<file path="config.mk">
export PLATFORM = sky130hd
export DESIGN_NAME = spi_master_param
export DESIGN_NICKNAME = d
export VERILOG_FILES = /design/src/rtl/spi_pkg.sv /design/src/rtl/spi_clk_gen.sv /design/src/rtl/spi_master_param.sv
export SDC_FILE = /design/constraint.sdc
export NUM_CORES = 1
export LEC_CHECK = 0
export BUFFER_PORTS_ARGS = -buffer_cell sky130_fd_sc_hd__buf_2
export CAP_MARGIN = 20
export CORE_MARGIN = 2
export CORE_UTILIZATION = 51
export DETAILED_ROUTE_END_ITERATION = 10
export MAX_ROUTING_LAYER = met4
export PLACE_DENSITY = 0.87
export SLEW_MARGIN = 20
export SYNTH_ARGS = -nofsm -noshare
export SYNTH_HDL_FRONTEND = slang
export SYNTH_SLANG_ARGS = --single-unit
export TNS_END_PERCENT = 100
</file>
<file path="constraint.sdc">
create_clock -name clk -period 1.55 [get_ports clk]
set_input_delay 0.31 -clock clk [delete_from_list [all_inputs] [get_ports clk]]
set_output_delay 0.31 -clock clk [all_outputs]
set_load 0.1 [all_outputs]
</file>
<file path="src/rtl/spi_pkg.sv">
// Shared types for the SPI master: FSM states, SPI mode bits
// and the chip-select ceiling.
package spi_pkg;

  localparam int MAX_CS = 8;

  typedef enum logic [2:0] {
    IDLE,
    SETUP,
    XFER,
    HOLD,
    DONE
  } state_t;

  typedef struct packed {
    logic cpol;
    logic cpha;
  } spi_mode_t;

endpackage

</file>
<file path="src/rtl/spi_clk_gen.sv">
// SCLK divider: one tick every CLK_DIV cycles while enabled,
// split into leading/trailing edge strobes during the shift phase.
module spi_clk_gen #(
  parameter int CLK_DIV = 4,
  parameter int DATA_W  = 16
) (
  input  logic clk,
  input  logic rst_n,
  input  logic en,
  input  logic xfer,
  output logic tick,
  output logic lead,
  output logic trail,
  output logic last_edge
);

  localparam int DIV_W  = (CLK_DIV > 1) ? $clog2(CLK_DIV) : 1;
  localparam int EDGE_W = $clog2(2 * DATA_W) + 1;

  logic [DIV_W-1:0]  div_cnt;
  logic [EDGE_W-1:0] edge_cnt;

  assign tick = en && (div_cnt == DIV_W'(CLK_DIV - 1));

  always_ff @(posedge clk or negedge rst_n) begin
    if (!rst_n) begin
      div_cnt <= '0;
    end else if (!en || tick) begin
      div_cnt <= '0;
    end else begin
      div_cnt <= div_cnt + DIV_W'(1);
    end
  end

  always_ff @(posedge clk or negedge rst_n) begin
    if (!rst_n) begin
      edge_cnt <= '0;
    end else if (!xfer) begin
      edge_cnt <= '0;
    end else if (tick) begin
      edge_cnt <= edge_cnt + EDGE_W'(1);
    end
  end

  assign lead      = xfer && tick && !edge_cnt[0];
  assign trail     = xfer && tick && edge_cnt[0];
  assign last_edge = trail &&
    (edge_cnt == EDGE_W'(2 * DATA_W - 1));

endmodule

</file>
<file path="src/rtl/spi_master_param.sv">
// Parameterised SPI master, all four modes, NUM_CS selects.
// Define SPI_LOOPBACK_EN to feed mosi back as the receive source.
module spi_master_param
  import spi_pkg::*;
#(
  parameter int DATA_W  = 16,
  parameter int CLK_DIV = 4,
  parameter int NUM_CS  = 2,
  localparam int CS_W   = (NUM_CS > 1) ? $clog2(NUM_CS) : 1
) (
  input  logic              clk,
  input  logic              rst_n,
  input  logic              start,
  input  logic [DATA_W-1:0] tx_data,
  input  logic [CS_W-1:0]   cs_sel,
  input  logic              cpol,
  input  logic              cpha,
  input  logic              miso,
  output logic              sclk,
  output logic              mosi,
  output logic [NUM_CS-1:0] cs_n,
  output logic [DATA_W-1:0] rx_data,
  output logic              busy,
  output logic              done
);

  state_t            state, state_nxt;
  spi_mode_t         mode;
  logic [CS_W-1:0]   sel;
  logic [DATA_W-1:0] tx_sr, rx_sr;
  logic              mosi_q, sclk_q, armed;
  logic              tick, lead, trail, last_edge;
  logic              active, accept;
  logic              shift_en, sample_en, miso_int;

  assign active = state inside {SETUP, XFER, HOLD};
  assign accept = armed && start &&
    (state == IDLE || state == DONE);

  assign shift_en  = mode.cpha ? lead : trail;
  assign sample_en = mode.cpha ? trail : lead;

`ifdef SPI_LOOPBACK_EN
  assign miso_int = mosi_q;
`else
  assign miso_int = miso;
`endif

  spi_clk_gen #(
    .CLK_DIV (CLK_DIV),
    .DATA_W  (DATA_W)
  ) u_clk_gen (
    .clk       (clk),
    .rst_n     (rst_n),
    .en        (active),
    .xfer      (state == XFER),
    .tick      (tick),
    .lead      (lead),
    .trail     (trail),
    .last_edge (last_edge)
  );

  always_ff @(posedge clk or negedge rst_n) begin
    if (!rst_n) begin
      state <= IDLE;
    end else begin
      state <= state_nxt;
    end
  end

  always_comb begin
    state_nxt = state;
    unique case (state)
      IDLE:    if (accept) state_nxt = SETUP;
      SETUP:   if (tick) state_nxt = XFER;
      XFER:    if (last_edge) state_nxt = HOLD;
      HOLD:    if (tick) state_nxt = DONE;
      DONE:    state_nxt = accept ? SETUP : IDLE;
      default: state_nxt = IDLE;
    endcase
  end

  // Out-of-range selects leave every line deasserted.
  always_comb begin
    busy = active;
    done = (state == DONE);
    mosi = active ? mosi_q : 1'b0;
    sclk = sclk_q;
    cs_n = '1;
    for (int i = 0; i < NUM_CS; i++) begin
      if (active && int'(sel) == i) cs_n[i] = 1'b0;
    end
  end

  always_ff @(posedge clk or negedge rst_n) begin
    if (!rst_n) begin
      mode    <= '0;
      sel     <= '0;
      tx_sr   <= '0;
      rx_sr   <= '0;
      rx_data <= '0;
      mosi_q  <= 1'b0;
      sclk_q  <= 1'b0;
      armed   <= 1'b0;
    end else begin
      armed <= 1'b1;
      if (accept) begin
        mode.cpol <= cpol;
        mode.cpha <= cpha;
        sel       <= cs_sel;
        rx_sr     <= '0;
        sclk_q    <= cpol;
        // cpha=0 presents the MSB before the first edge.
        if (cpha) begin
          tx_sr  <= tx_data;
          mosi_q <= 1'b0;
        end else begin
          tx_sr  <= tx_data << 1;
          mosi_q <= tx_data[DATA_W-1];
        end
      end else begin
        if (!active) begin
          sclk_q <= cpol;
        end else if (state != XFER) begin
          sclk_q <= mode.cpol;
        end else if (tick) begin
          sclk_q <= ~sclk_q;
        end
        if (shift_en) begin
          mosi_q <= tx_sr[DATA_W-1];
          tx_sr  <= tx_sr << 1;
        end
        if (sample_en) begin
          rx_sr <= {rx_sr[DATA_W-2:0], miso_int};
        end
        if (state == HOLD && tick) begin
          rx_data <= rx_sr;
        end
      end
    end
  end

endmodule
</file>
**Word-level counts from Yosys, hierarchy flattened**

Index checks and enable logic that the tools add are counted.

- Logic and storage cells: 76
- Output and inout port bits: 22
- Bits of input ports: 23
- Register bits after elaboration: 65

- Eq/ne operators: 13
- Multiplexer cells: 26
- Reductions and logical operators: 20
- $add $sub $neg: 2
- Bitwise gates (word level): 3

Operators with widths:

| cell | count |
|---|---|
| $mux 16 | 5 |
| $pmux 3 s5 | 1 |
| $mux 1 | 13 |
| $mux 3 | 4 |
| $mux 6 | 2 |
| $logic_and 1x1->1 | 10 |
| $ne 2x2->1 const B | 5 |
| $add 6x1->6 const B | 1 |
| $eq 3x2->1 const B | 2 |
| $eq 6x5->1 const B | 1 |
| $ne 4x2->1 const B | 1 |
| $reduce_and 4->1 | 1 |
| $reduce_bool 2->1 | 2 |
| $eq 3x1->1 const B | 1 |
| $eq 3x3->1 const B | 1 |
| $logic_not 3->1 | 1 |
| $ne 3x2->1 const B | 1 |
| $not 1->1 | 3 |
| $reduce_bool 3->1 | 1 |
| $add 2x1->2 const B | 1 |
| $eq 2x2->1 const B | 1 |
| $logic_not 1->1 | 2 |
| $logic_or 1x1->1 | 2 |
| $mux 2 | 1 |
| $reduce_and 2->1 | 1 |

**Depth between registers and ports, before layout**

- Depth in word-level cells: 8
- Gate-level depth with buffers: 6
- Mapped depth without buffers: 4

**By module**

Synthesis repeated with hierarchy kept, for this count alone.

- Cells, all modules: 298
- Area total of the unflattened synthesis: 3036.7 sq um

Modules (own cells, without submodules):

| module | seq. area each (sq um) | area each (sq um) | cells each | times used |
|---|---|---|---|---|
| spi_master_param | 1426.4 | 2621.3 | 258 | 1 |
| spi_clk_gen | 200.2 | 415.4 | 40 | 1 |

**Worst setup path before layout**

OpenSTA, ideal clock, no wires.

- Path type: register to output
- Start: register state[2]
- End: output mosi
- Setup slack: -0.899 ns
- Cell stages (with the launch flop): 4
- Path buffers: 0
- Data required time: 1.240 ns
- Arrival: 2.139 ns
- Cell sequence: dfrtp_1 -> o21bai_1 -> inv_1 -> and2_1

- Longest elaborated chain between the ends: 3
- Elaborated cells between the ends (all ways): 5
- Classes of those cells: eq/ne (3); mux (1); reduce/logical (1)

RTL lines:

| item | line | text |
|---|---|---|
| from (decl) | spi_master_param.sv:27 | `state_t state, state_nxt;` |
| from (signal assigned) | spi_master_param.sv:67 | `state <= state_nxt;` |
| $eq 3x1->1 / $eq 3x2->1 (equally long branches) | spi_master_param.sv:36 | `assign active = state inside {SETUP, XFER, HOLD};` |
| $reduce_bool 3->1 (*) | spi_master_param.sv:36 |  |
| via busy | spi_master_param.sv:23 | `output logic busy,` |
| $mux 1 (*) | spi_master_param.sv:87 | `mosi = active ? mosi_q : 1'b0;` |
| to (decl) | spi_master_param.sv:20 | `output logic mosi,` |

The timed path passes the listed nets; every way through them passes the cells marked *.

**Final worst setup path**

- Start: register state[2]
- End: output cs_n[0]

- Longest elaborated chain between the ends: 4
- Elaborated cells between the ends (all ways): 6
- Classes of those cells: eq/ne (3); mux (1); reduce/logical (2)

RTL lines:

| item | line | text |
|---|---|---|
| $eq 3x1->1 / $eq 3x2->1 (equally long branches) | spi_master_param.sv:36 |  |
| $reduce_bool 3->1 (*) | spi_master_param.sv:36 |  |
| $logic_and 1x1->1 (*) | spi_master_param.sv:91 | `if (active && int'(sel) == i) cs_n[i] = 1'b0;` |
| $mux 1 (*) | spi_master_param.sv:91 |  |
| to (decl) | spi_master_param.sv:21 | `output logic [NUM_CS-1:0] cs_n,` |

Every way passes the cells marked *; elsewhere a longest branch is shown, timed or not.

==> impl_results.md <==
* Core area at 0.00557 mm²
* Worst EP required at about 1200 ps
* DR DRC count at 0
* Final ANT Viol Nets at 0
* Crit path DAT at 1570 ps
* Initial drt markers at between 150 and 200
* Final hold vios at 0
* Register area share after synthesis at 54.4%
* Non-filler cells in the finished layout at 412
* Area of the multi-input gates at 0.00133 mm²
* Setup crit start kind: flip-flop
* Largest family of logic cells by synthesized area: simple AND/OR/NAND/NOR gates
* Clock skew at 5.73 ps
* DIE AREA at ~0.0065 mm²
* Via density at around 5.6
* Post-Synth Adder-Cell Area at 0.836%
* Most frequent cells in the layout: dfrtp_1 (64), nand2_1 (39), buf_2 (39), nand3_1 (32), mux2_2 (19)
* Fin util at 68.4%
* Drt first pass iters at 4
* Area grow syn2layout at 27.4%
* Number of max-cap violations at 0
* Number of distinct library cells after synthesis at 37
* Vias in the first global route at between 2000 and 2500
* Yosys warnings at 0
* F_max at 0.533 GHz
* Fillers at 384
* DR WL/cell at 15.3 µm
* Synth Area in Simple Gates at 16.4%
* Clock Sinks at between 60 and 70
* Port Buffers at 44
* Outcome: complete, but fails checks
* Peak VDD IR at 0.00143 V
* Clock buffer depth at 2
* Post-Route WL at ~6300 µm
* Placed cells at a little under 400
* Initial core utilization at between 50% and 60%
* Nets at 360
* First-pass GRT wire length at about 11000 µm
* Most common cell after layout, fill and taps aside: dfrtp_1
* Tcrit/Tclk final at 121%
* Mux share of post-synthesis cell area at around 12%
* Cell count after synthesis at around 280
* RePlAce Congestion at slightly below 0.8
* Die W at 80.6 µm
* Vias at approximately 2300
* Largest net degree at the start of global routing at 52
* Share of layout cells above drive strength 1 at a little over a third
* Failing checks: negative setup slack
* Setup violators final at 38
* RSZ-0062 raised after global routing: true
* Clock period minus worst slack at 1880 ps
* Max-slew violations at 0
* Final Total Pwr at 7930 µW
* Mean Syn Cell Area at ~11 µm²
* Post-DP HPWL at 4250 µm
* Crit. End Element: primary output
* GRT Overall Usage at 22.6%
* CTS H-tree depth at 3
* Hold Path Class: input port to flip-flop
* P per Cell Area at about 2100 mW/mm²
* Crit Path Category: flip-flop to primary output
* Critical Path Fanout Max at 7
* Global route overflow at 0
* Synth Area in Compound Gates at 9.58%
* TritonCTS clock tree: built
* CTS root buffer: clkbuf_8
* Height of the die at between 80 and 90 µm
* Xor/xnor cell area share of the yosys netlist at 2.05%
* Mapped Area at ~0.0030 mm²
* Top-level port count at 45
* Storage element area at between 0.0015 and 0.002 mm²
* Yosys reg bits at 65
* Row count at 27
* Diode count at 0
* Leakage power total at 0.00181 µW
* Clock latency on the worst-skew pair at between 300 and 400 ps
* Setup ws final at -327 ps
* Clock input transition at the sequential cells of the worst setup and hold paths at ~70 ps
* Syn Nets at 301
* TritonCTS Buffers at 9
* Initial antenna violation count at 0
-- registers in the layout, summed over array words and instances (netlist names) --
| signal | count |
|---|---|
| armed | 1 |
| tx_sr | 16 |
| mode | 2 |
| u_clk_gen.edge_cnt | 6 |
| rx_sr | 16 |
| rx_data | 16 |
| sclk | 1 |
| u_clk_gen.div_cnt | 2 |
| sel | 1 |
| mosi_q | 1 |
| state | 3 |
-- routing by layer --
| layer | up-vias | part of all wire, % | global-route usage (%) |
|---|---|---|---|
| met5 | - | 0 | - |
| met4 | 0 | 1.4 | 11.4 |
| met3 | 12 | 5.6 | 5.39 |
| met2 | 70 | 48 | 33.7 |
| met1 | 1139 | 45 | 28.9 |
| li1 | 1106 | - | - |
-- metrics by stage --
stage          setup slack, ps  hold WS (ps)  setup TNS [ps]  instance area, µm²
6_report                  -327           202           -3630                3810
3_3_place_gp              44.6           252               0                3570
5_1_grt                   -368           211           -6200                3810
2_1_floorplan             -396          14.4           -2640                3090
3_5_place_dp              7.91           254               0                3570
4_1_cts                   -337           198           -1390                3780
-- logic make-up (layout without fill, tap and decap cells) --
group                    Yosys count  after routing
AND/OR/NAND/NOR                   98             98
flip-flops                        65             65
AO/OA/AOI/OAI                     43             43
multiplexers                      34             34
buffers and inverters             26             90
XOR/XNOR                           7              7
adder cells (fa/ha/maj)            2              2
other                              1              1
-- timing repair --
item	in CTS	in global routing
setup endpoints to repair	10	34
hold buffers	1	0
pin swaps	2	3
endpoints found under the hold margin	14	0
setup buffers	0	3
resized for setup	2	5
-- cell usage after synthesis, drive strengths merged --
master,count,area share [%]
dfrtp,65,54
nand2,40,5.0
nand3,32,5.4
mux2,19,7.2
o21ai,19,3.2
mux2i,15,5.0
o221ai,15,4.4
clkbuf,12,1.6
buf,10,2.3
nor2,8,1.0
xor2,5,1.5
inv,4,0.50
a21oi,3,0.50
nand4,3,0.63
nor3,3,1.3
and2,2,0.42
and3,2,0.42
ha,2,0.84
nor4bb,2,0.67
o22ai,2,0.42
or3b,2,0.59
xnor2,2,0.59
a2bb2oi,1,0.29
conb,1,0.13
nand4b,1,0.29
nand4bb,1,0.38
o211ai,1,0.25
o21bai,1,0.25
o311ai,1,0.29
or2,1,0.21
or3,1,0.21
-- area by class of cell --
cell class / count / area share (%)
flip-flops and latches: 65 / 42.7
multi-input cells: 185 / 35.0
repair buffers: 70 / 14.5
clock buffers: 11 / 3.45
well taps: 72 / 2.36
clock inverters: 5 / 1.48
inverters: 4 / 0.492
-- worst max-delay path, cell delays in order (launching register included) --
cell	delay, ps
dfrtp_1	380
buf_4	160
o21bai_4	190
or2_2	310
buf_12	170
-- where the power goes --
part           total, µW  leakage (µW)  internal, µW  switching [µW]
registers           2530      0.000859          2210             318
clock network       1390     0.0000933           740             647
logic               4010      0.000861          1300            2710
-- final timing paths --
check / depth (start not counted) / from / endpoint / slack, ps
setup reg to reg: 5 / state[2]$_DFFE_PN0P_ / tx_sr[10]$_DFFE_PN0P_ / -120
max in group asynchronous: 3 / rst_n / u_clk_gen.edge_cnt[0]$_DFFE_PN0P_ / 540
hold / removal: 2 / cs_sel / sel$_DFFE_PN0P_ / 200
hold reg to reg: 1 / u_clk_gen.div_cnt[0]$_DFF_PN0_ / u_clk_gen.div_cnt[0]$_DFF_PN0_ / 450
setup / recovery: 4 / state[2]$_DFFE_PN0P_ / cs_n[0] / -330
min in group asynchronous: 2 / rst_n / rx_data[8]$_DFFE_PN0P_ / 410
(Power assumes the default switching activity.)
